[src/rtl/alu_arbiter_if.sv]
// alu_arbiter_if: requester-side and ALU-side signals of the shared Power ALU arbiter.
// slave is the arbiter's view; master is the view of the requesters plus the ALU.
interface alu_arbiter_if #(
    parameter int unsigned NREQ = 4,
    parameter int unsigned DW   = 8,
    parameter int unsigned OPW  = 4
);
    logic [NREQ-1:0]     req;
    logic [NREQ*DW-1:0]  req_a;
    logic [NREQ*DW-1:0]  req_b;
    logic [NREQ*OPW-1:0] req_op;
    logic [NREQ-1:0]     req_acc;
    logic [NREQ-1:0]     gnt;
    logic [NREQ-1:0]     rsp_done;
    logic [DW-1:0]       rsp_result;
    logic                rsp_err;
    logic [DW-1:0]       alu_a;
    logic [DW-1:0]       alu_b;
    logic [OPW-1:0]      alu_op;
    logic                alu_acc;
    logic                alu_en;
    logic                alu_done;
    logic [DW-1:0]       alu_result;

    modport slave (
        input  req, req_a, req_b, req_op, req_acc, alu_done, alu_result,
        output gnt, rsp_done, rsp_result, rsp_err, alu_a, alu_b, alu_op, alu_acc, alu_en
    );

    modport master (
        output req, req_a, req_b, req_op, req_acc, alu_done, alu_result,
        input  gnt, rsp_done, rsp_result, rsp_err, alu_a, alu_b, alu_op, alu_acc, alu_en
    );
endinterface

[src/rtl/alu_arbiter.sv]
// alu_arbiter: round-robin sharing of one Power ALU between NREQ requesters.
// One operation in flight: IDLE -> ISSUE (alu_en pulse) -> WAIT (alu_done) -> RESP (rsp_done pulse).
// Optional macro ALU_TIMEOUT_EN adds a WAIT watchdog that completes with rsp_err after TIMEOUT cycles.
module alu_arbiter #(
    parameter int unsigned NREQ    = 4,
    parameter int unsigned DW      = 8,
    parameter int unsigned OPW     = 4,
    parameter int unsigned TIMEOUT = 64
) (
    input logic          clk,
    input logic          rst,
    alu_arbiter_if.slave bus
);
    localparam int unsigned IW = (NREQ > 1) ? $clog2(NREQ) : 1;

    typedef enum logic [1:0] {
        S_IDLE  = 2'd0,
        S_ISSUE = 2'd1,
        S_WAIT  = 2'd2,
        S_RESP  = 2'd3
    } state_e;

    state_e          state_q, state_d;
    logic [IW-1:0]   ptr_q, ptr_d;
    logic [IW-1:0]   idx_q, idx_d;
    logic [NREQ-1:0] gnt_q, gnt_d;
    logic [NREQ-1:0] done_q, done_d;
    logic [DW-1:0]   res_q, res_d;
    logic [DW-1:0]   a_q, a_d;
    logic [DW-1:0]   b_q, b_d;
    logic [OPW-1:0]  op_q, op_d;
    logic            acc_q, acc_d;
    logic            en_q, en_d;

    logic            pick_found;
    logic [IW-1:0]   pick_idx;
    logic [IW-1:0]   cand;

`ifdef ALU_TIMEOUT_EN
    localparam int unsigned TW = ($clog2(TIMEOUT + 1) > 8) ? $clog2(TIMEOUT + 1) : 8;
    logic [TW-1:0] tmo_q, tmo_d;
    logic          err_q, err_d;
`else
    // TIMEOUT only matters when the WAIT watchdog is built in
    localparam int unsigned timeout_unused = TIMEOUT;
`endif

    // Round-robin pick: first set req bit at or above ptr, wrapping to 0
    always_comb begin
        pick_found = 1'b0;
        pick_idx   = ptr_q;
        cand       = ptr_q;
        for (int unsigned k = 0; k < NREQ; k++) begin
            cand = IW'((32'(ptr_q) + k) % NREQ);
            if (!pick_found && bus.req[cand]) begin
                pick_found = 1'b1;
                pick_idx   = cand;
            end
        end
    end

    // Next-state and registered-output computation
    always_comb begin
        state_d = state_q;
        ptr_d   = ptr_q;
        idx_d   = idx_q;
        gnt_d   = gnt_q;
        done_d  = '0;
        res_d   = res_q;
        a_d     = a_q;
        b_d     = b_q;
        op_d    = op_q;
        acc_d   = acc_q;
        en_d    = 1'b0;
`ifdef ALU_TIMEOUT_EN
        tmo_d   = tmo_q;
        err_d   = err_q;
`endif
        case (state_q)
            S_IDLE: begin
                if (pick_found) begin
                    idx_d   = pick_idx;
                    gnt_d   = NREQ'(1) << pick_idx;
                    a_d     = bus.req_a[32'(pick_idx)*DW +: DW];
                    b_d     = bus.req_b[32'(pick_idx)*DW +: DW];
                    op_d    = bus.req_op[32'(pick_idx)*OPW +: OPW];
                    acc_d   = bus.req_acc[pick_idx];
                    en_d    = 1'b1;
                    state_d = S_ISSUE;
                end
            end
            S_ISSUE: begin
`ifdef ALU_TIMEOUT_EN
                tmo_d   = '0;
`endif
                state_d = S_WAIT;
            end
            S_WAIT: begin
                if (bus.alu_done) begin
                    res_d   = bus.alu_result;
                    done_d  = gnt_q;
`ifdef ALU_TIMEOUT_EN
                    err_d   = 1'b0;
`endif
                    state_d = S_RESP;
                end
`ifdef ALU_TIMEOUT_EN
                else if (tmo_q == TW'(TIMEOUT - 1)) begin
                    res_d   = '0;
                    done_d  = gnt_q;
                    err_d   = 1'b1;
                    state_d = S_RESP;
                end else begin
                    tmo_d   = tmo_q + TW'(1);
                end
`endif
            end
            S_RESP: begin
                gnt_d   = '0;
                ptr_d   = (idx_q == IW'(NREQ - 1)) ? '0 : idx_q + IW'(1);
                state_d = S_IDLE;
            end
            default: state_d = S_IDLE;
        endcase
    end

    // State and output registers, synchronous reset discards any in-flight op
    always_ff @(posedge clk) begin
        if (rst) begin
            state_q <= S_IDLE;
            ptr_q   <= '0;
            idx_q   <= '0;
            gnt_q   <= '0;
            done_q  <= '0;
            res_q   <= '0;
            a_q     <= '0;
            b_q     <= '0;
            op_q    <= '0;
            acc_q   <= 1'b0;
            en_q    <= 1'b0;
        end else begin
            state_q <= state_d;
            ptr_q   <= ptr_d;
            idx_q   <= idx_d;
            gnt_q   <= gnt_d;
            done_q  <= done_d;
            res_q   <= res_d;
            a_q     <= a_d;
            b_q     <= b_d;
            op_q    <= op_d;
            acc_q   <= acc_d;
            en_q    <= en_d;
        end
    end

`ifdef ALU_TIMEOUT_EN
    // WAIT watchdog counter and error flag
    always_ff @(posedge clk) begin
        if (rst) begin
            tmo_q <= '0;
            err_q <= 1'b0;
        end else begin
            tmo_q <= tmo_d;
            err_q <= err_d;
        end
    end
    assign bus.rsp_err = err_q;
`else
    assign bus.rsp_err = 1'b0;
`endif

    assign bus.gnt        = gnt_q;
    assign bus.rsp_done   = done_q;
    assign bus.rsp_result = res_q;
    assign bus.alu_a      = a_q;
    assign bus.alu_b      = b_q;
    assign bus.alu_op     = op_q;
    assign bus.alu_acc    = acc_q;
    assign bus.alu_en     = en_q;
endmodule

[src/flat_wrapper.sv]
// flat-port wrapper written by rule: the top's interface ports become plain ports
module alu_arbiter_flat 
#(
    parameter int unsigned NREQ    = 4,
    parameter int unsigned DW      = 8,
    parameter int unsigned OPW     = 4,
    parameter int unsigned TIMEOUT = 64
)
  (clk, rst, bus_req, bus_req_a, bus_req_b, bus_req_op, bus_req_acc, bus_alu_done, bus_alu_result, bus_gnt, bus_rsp_done, bus_rsp_result, bus_rsp_err, bus_alu_a, bus_alu_b, bus_alu_op, bus_alu_acc, bus_alu_en);
  alu_arbiter_if #(.NREQ(NREQ), .DW(DW), .OPW(OPW)) bus_i ();
  input logic clk;
  input logic rst;
  input wire logic [$bits(bus_i.req)-1:0] bus_req;
  input wire logic [$bits(bus_i.req_a)-1:0] bus_req_a;
  input wire logic [$bits(bus_i.req_b)-1:0] bus_req_b;
  input wire logic [$bits(bus_i.req_op)-1:0] bus_req_op;
  input wire logic [$bits(bus_i.req_acc)-1:0] bus_req_acc;
  input wire logic [$bits(bus_i.alu_done)-1:0] bus_alu_done;
  input wire logic [$bits(bus_i.alu_result)-1:0] bus_alu_result;
  output wire logic [$bits(bus_i.gnt)-1:0] bus_gnt;
  output wire logic [$bits(bus_i.rsp_done)-1:0] bus_rsp_done;
  output wire logic [$bits(bus_i.rsp_result)-1:0] bus_rsp_result;
  output wire logic [$bits(bus_i.rsp_err)-1:0] bus_rsp_err;
  output wire logic [$bits(bus_i.alu_a)-1:0] bus_alu_a;
  output wire logic [$bits(bus_i.alu_b)-1:0] bus_alu_b;
  output wire logic [$bits(bus_i.alu_op)-1:0] bus_alu_op;
  output wire logic [$bits(bus_i.alu_acc)-1:0] bus_alu_acc;
  output wire logic [$bits(bus_i.alu_en)-1:0] bus_alu_en;
  assign bus_i.req = bus_req;
  assign bus_i.req_a = bus_req_a;
  assign bus_i.req_b = bus_req_b;
  assign bus_i.req_op = bus_req_op;
  assign bus_i.req_acc = bus_req_acc;
  assign bus_i.alu_done = bus_alu_done;
  assign bus_i.alu_result = bus_alu_result;
  assign bus_gnt = bus_i.gnt;
  assign bus_rsp_done = bus_i.rsp_done;
  assign bus_rsp_result = bus_i.rsp_result;
  assign bus_rsp_err = bus_i.rsp_err;
  assign bus_alu_a = bus_i.alu_a;
  assign bus_alu_b = bus_i.alu_b;
  assign bus_alu_op = bus_i.alu_op;
  assign bus_alu_acc = bus_i.alu_acc;
  assign bus_alu_en = bus_i.alu_en;
  alu_arbiter #(.NREQ(NREQ), .DW(DW), .OPW(OPW), .TIMEOUT(TIMEOUT)) u_core (.clk(clk), .rst(rst), .bus(bus_i));
endmodule
[config.mk]
export PLATFORM = sky130hd
export DESIGN_NAME = alu_arbiter_flat
export DESIGN_NICKNAME = d
export VERILOG_FILES = /design/src/rtl/alu_arbiter_if.sv /design/src/rtl/alu_arbiter.sv /design/src/flat_wrapper.sv
export SDC_FILE = /design/constraint.sdc
export NUM_CORES = 1
export LEC_CHECK = 0
export ABC_AREA = 1
export CAP_MARGIN = 30
export CELL_PAD_IN_SITES_DETAIL_PLACEMENT = 1
export CELL_PAD_IN_SITES_GLOBAL_PLACEMENT = 1
export CORE_MARGIN = 8
export CORE_UTILIZATION = 24
export CTS_BUF_LIST = sky130_fd_sc_hd__clkbuf_4 sky130_fd_sc_hd__clkbuf_8
export DETAILED_ROUTE_END_ITERATION = 10
export PLACE_DENSITY = 0.81
export SYNTH_ARGS = -nofsm -noshare
export SYNTH_HDL_FRONTEND = slang
export SYNTH_SLANG_ARGS = --single-unit
export TNS_END_PERCENT = 20
[constraint.sdc]
create_clock -name clk -period 2.8 [get_ports clk]
set_input_delay 0.7 -clock clk [delete_from_list [all_inputs] [get_ports clk]]
set_output_delay 0.7 -clock clk [all_outputs]
set_load 0.02 [all_outputs]
==> summary.md <==
| Metric | Value |
|---|---|
| Top-count cell post-synth | nand2_1 |
| Hold_buf cts | 0 |
| Status | finished clean |
| Drt pass-1 iters | 4 |
| Hold Violations, Final | 0 |
| Critical path arrival | ~2.7 ns |
| Layout Nets | ~740 |
| WL final | 12200 um |
| DR iter-0 viols | 160 |
| DRT antenna net count | 0 |
| H-tree level count | 2 |
| PwrDens | a little over 900 nW/um^2 |
| Crit path capture type | flop |
| Remaining routing DRC violations | 0 |
| Seq/Total Area, Yosys | a little under 30% |
| Commonest cells in the synthesized netlist | nand2_1 (176), nand3_1 (105), nor2_1 (67) |
| # rows | 41 |
| Worst setup path endpoint | u_core.bus.alu_a[0] |
| Worst setup SP type | primary input |
| Synthesis-to-finish area growth | 53.9% |
| Routed len/inst | approximately 15 um |
| Syn Area/Cell | around 6 sq um |
| Vias in the first global route | around 4100 |
| Count of flip-flops with a built-in enable after synthesis | 0 |
| F_max | ~0.42 GHz |
| Fraction of layout cells with a size suffix above 1 | 6.30% |
| GR Util All Layers | around 15% |
| Met2 Use GR | roughly 27% |
| Root Buffer Master | clkbuf_8 |
| GRT overflow | 0 |
| Crit path time final | approximately 2.4 ns |
| Reg2reg setup slack | 0.50 ns |
| R2R Path End | u_core.bus.alu_a[0] |
| Pin count of the biggest net entering global routing | 43 |
| Top Ports | 138 |
| Die H | ~130 um |
| Max-cap violations | 0 |
| Cell variety after synth | 25 |
| Placed wire-length estimate | approximately 9500 um |
| FF-to-FF path depth | 13 |
| Required time worst endpoint | just over 3 ns |
| Post-CTS Setup Repair Bufs | 0 |
| Clock Skew | 0.00905 ns |
| Top_reg_cell synth | dfxtp_1 |
| Crit path launch | bus_req[2] |
| First-pass GRT wire length | ~20000 um |
| Vias/cell | between 4 and 5 |
| Post-Syn Instances | between 500 and 600 |
| Pins Over Slew Limit | 0 |
| Post-route clock period utilization | between 80% and 90% |
| Worst Hold Launch | u_core.bus.gnt[1] |
| Yosys top cell area share | between 20% and 30% |
| CTS tree | built |
| Clk buf depth | 2 |
| Core ar. | 12500 sq um |
| RSZ-0062 raised after global routing | no |
| GRT met3 Usage | 3.56% |
| Warnings, synthesis | 0 |
| Worst Path Max Fanout | between 40 and 50 |
| Vias | 3715 |
| TNS Setup | 0 ns |
| Met1 GRT Util | 17.2% |
| Dpl cells | roughly 800 |
| Post-Syn Nets | between 600 and 700 |
| Initial antenna violation count | 0 |
| Filler cells | 1614 |
| Port bufs | 136 |
| Resize count post-CTS | 0 |
| Die area | about 17000 sq um |
| Final setup fails | 0 |
| Worst hold path type | flop to flop |
| Ant. Diodes | 0 |
| Final non-filler cell total | just over 800 |
| Synth area leaders | dfxtp_1 (29%), nand2_1 (22%), nand3_1 (17%) |
| #FFs+latches synth | 44 |
| Clock Sinks | 44 |
| Die Wd | ~130 um |
| Hold WS | between 0.4 and 0.5 ns |
| Async SR Flop Fraction | 0% |
| Post-Syn Area | approximately 3000 sq um |
| Synth area leader | dfxtp_1 |
| Starting Density | approximately a quarter |
| GR peak layer | met2 |
| Critical setup path kind | primary input to flop |
| CTS Buf Count | 5 |
| Clock Pin Slew Worst Setup and Hold Paths | ~0.10 ns |
| Placer's final routability congestion estimate | approximately 0.85 |
| Reg2Reg Launch Point | u_core.ptr_q[1] |
| Max VDD drop | ~360 uV |
| Clock Latency Late Sink | 0.31 ns |
| Lkg Pwr | roughly 0.0022 uW |
[how the worst min path moves through the flow]
stage / cells past startpoint / to / slack, ns
floorplan: 2 / u_core.state_q[0] / 0.46
global placement: 2 / u_core.bus.rsp_done[0] / 0.44
detailed placement: 2 / u_core.bus.rsp_done[1] / 0.44
CTS: 2 / u_core.bus.rsp_done[1] / 0.45
global route: 2 / u_core.bus.rsp_done[2] / 0.49
finish: 2 / u_core.bus.rsp_done[1] / 0.45
[cell usage in the layout (no fill, tap or decap), types with 2 or more instances in the layout]
cell,netlist,layout
a21oi_1,8,8
buf_12,0,5
buf_4,7,5
clkbuf_8,0,5
clkdlybuf4s50_1,0,136
clkinv_1,2,2
dfxtp_1,44,44
ha_1,5,5
inv_1,34,34
inv_2,4,4
nand2_1,176,176
nand2_2,11,11
nand2_4,3,3
nand3_1,105,105
nand4_4,2,2
nor2_1,67,67
o21ai_0,12,12
[metrics by stage]
step	power (uW)	util, %	setup slack (ns)	area (sq um)
global route	4710	37.5	0.192	4670
global placement	3710	36.6	0.106	4560
floorplan	2830	-	0.866	3040
detailed placement	3820	36.6	0.0679	4560
finish	4290	37.5	0.404	4670
CTS	4350	37.5	0.400	4670
[layer usage]
metal	routed length, um	vias up
met4	182	0
met1	5230	1749
met5	0	-
met2	6030	100
li1	-	1853
met3	769	13
[layout make-up]
class	count	area [sq um]	area share (%)
clock buffers	5	68.8	1.47
well taps	172	215	4.60
clock inverters	3	46.3	0.990
flip-flops and latches	44	881	18.8
repair buffers	146	1500	32.1
multi-input cells	397	1810	38.8
inverters	40	150	3.21
[state kept, by name, indices dropped and copies added (netlist names)]
name and flops:
u_core.ptr_q 2, u_core.bus.alu_acc 1, u_core.bus.alu_en 1, u_core.state_q 2, u_core.bus.alu_a 8, u_core.bus.alu_b 8, u_core.bus.alu_op 4, u_core.bus.gnt 4
u_core.bus.rsp_done 4, u_core.idx_q 2, u_core.bus.rsp_result 8
[cell families after synthesis]
kind of cell    count (synthesis)  synth area share (%)
simple gates                  366                  53.0
buf+inv                        70                  11.2
fa+ha+maj                       5                  2.06
other cells                     1                 0.123
compound gates                 25                  4.57
flops                          44                  29.0
[worst max-delay path: stages]
cell	delay [ns]
clkdlybuf4s50_1	0.51
nand2_1	0.07
nand2_1	0.12
nand2_1	0.11
nand2_4	0.12
nor2_8	0.05
nand4_4	0.08
buf_4	0.41
nand3_1	0.15
nand2_1	0.10
nand2_1	0.07
nand3_1	0.09
nand2_1	0.05
inv_1	0.04
[power by group]
part	switching [uW]	internal (uW)	total [uW]
Combinational	1700	1130	2830
Clock	246	269	515
Sequential	117	820	938
Total	2070	2220	4290
No activity file was read; power rests on OpenSTA's default activity.
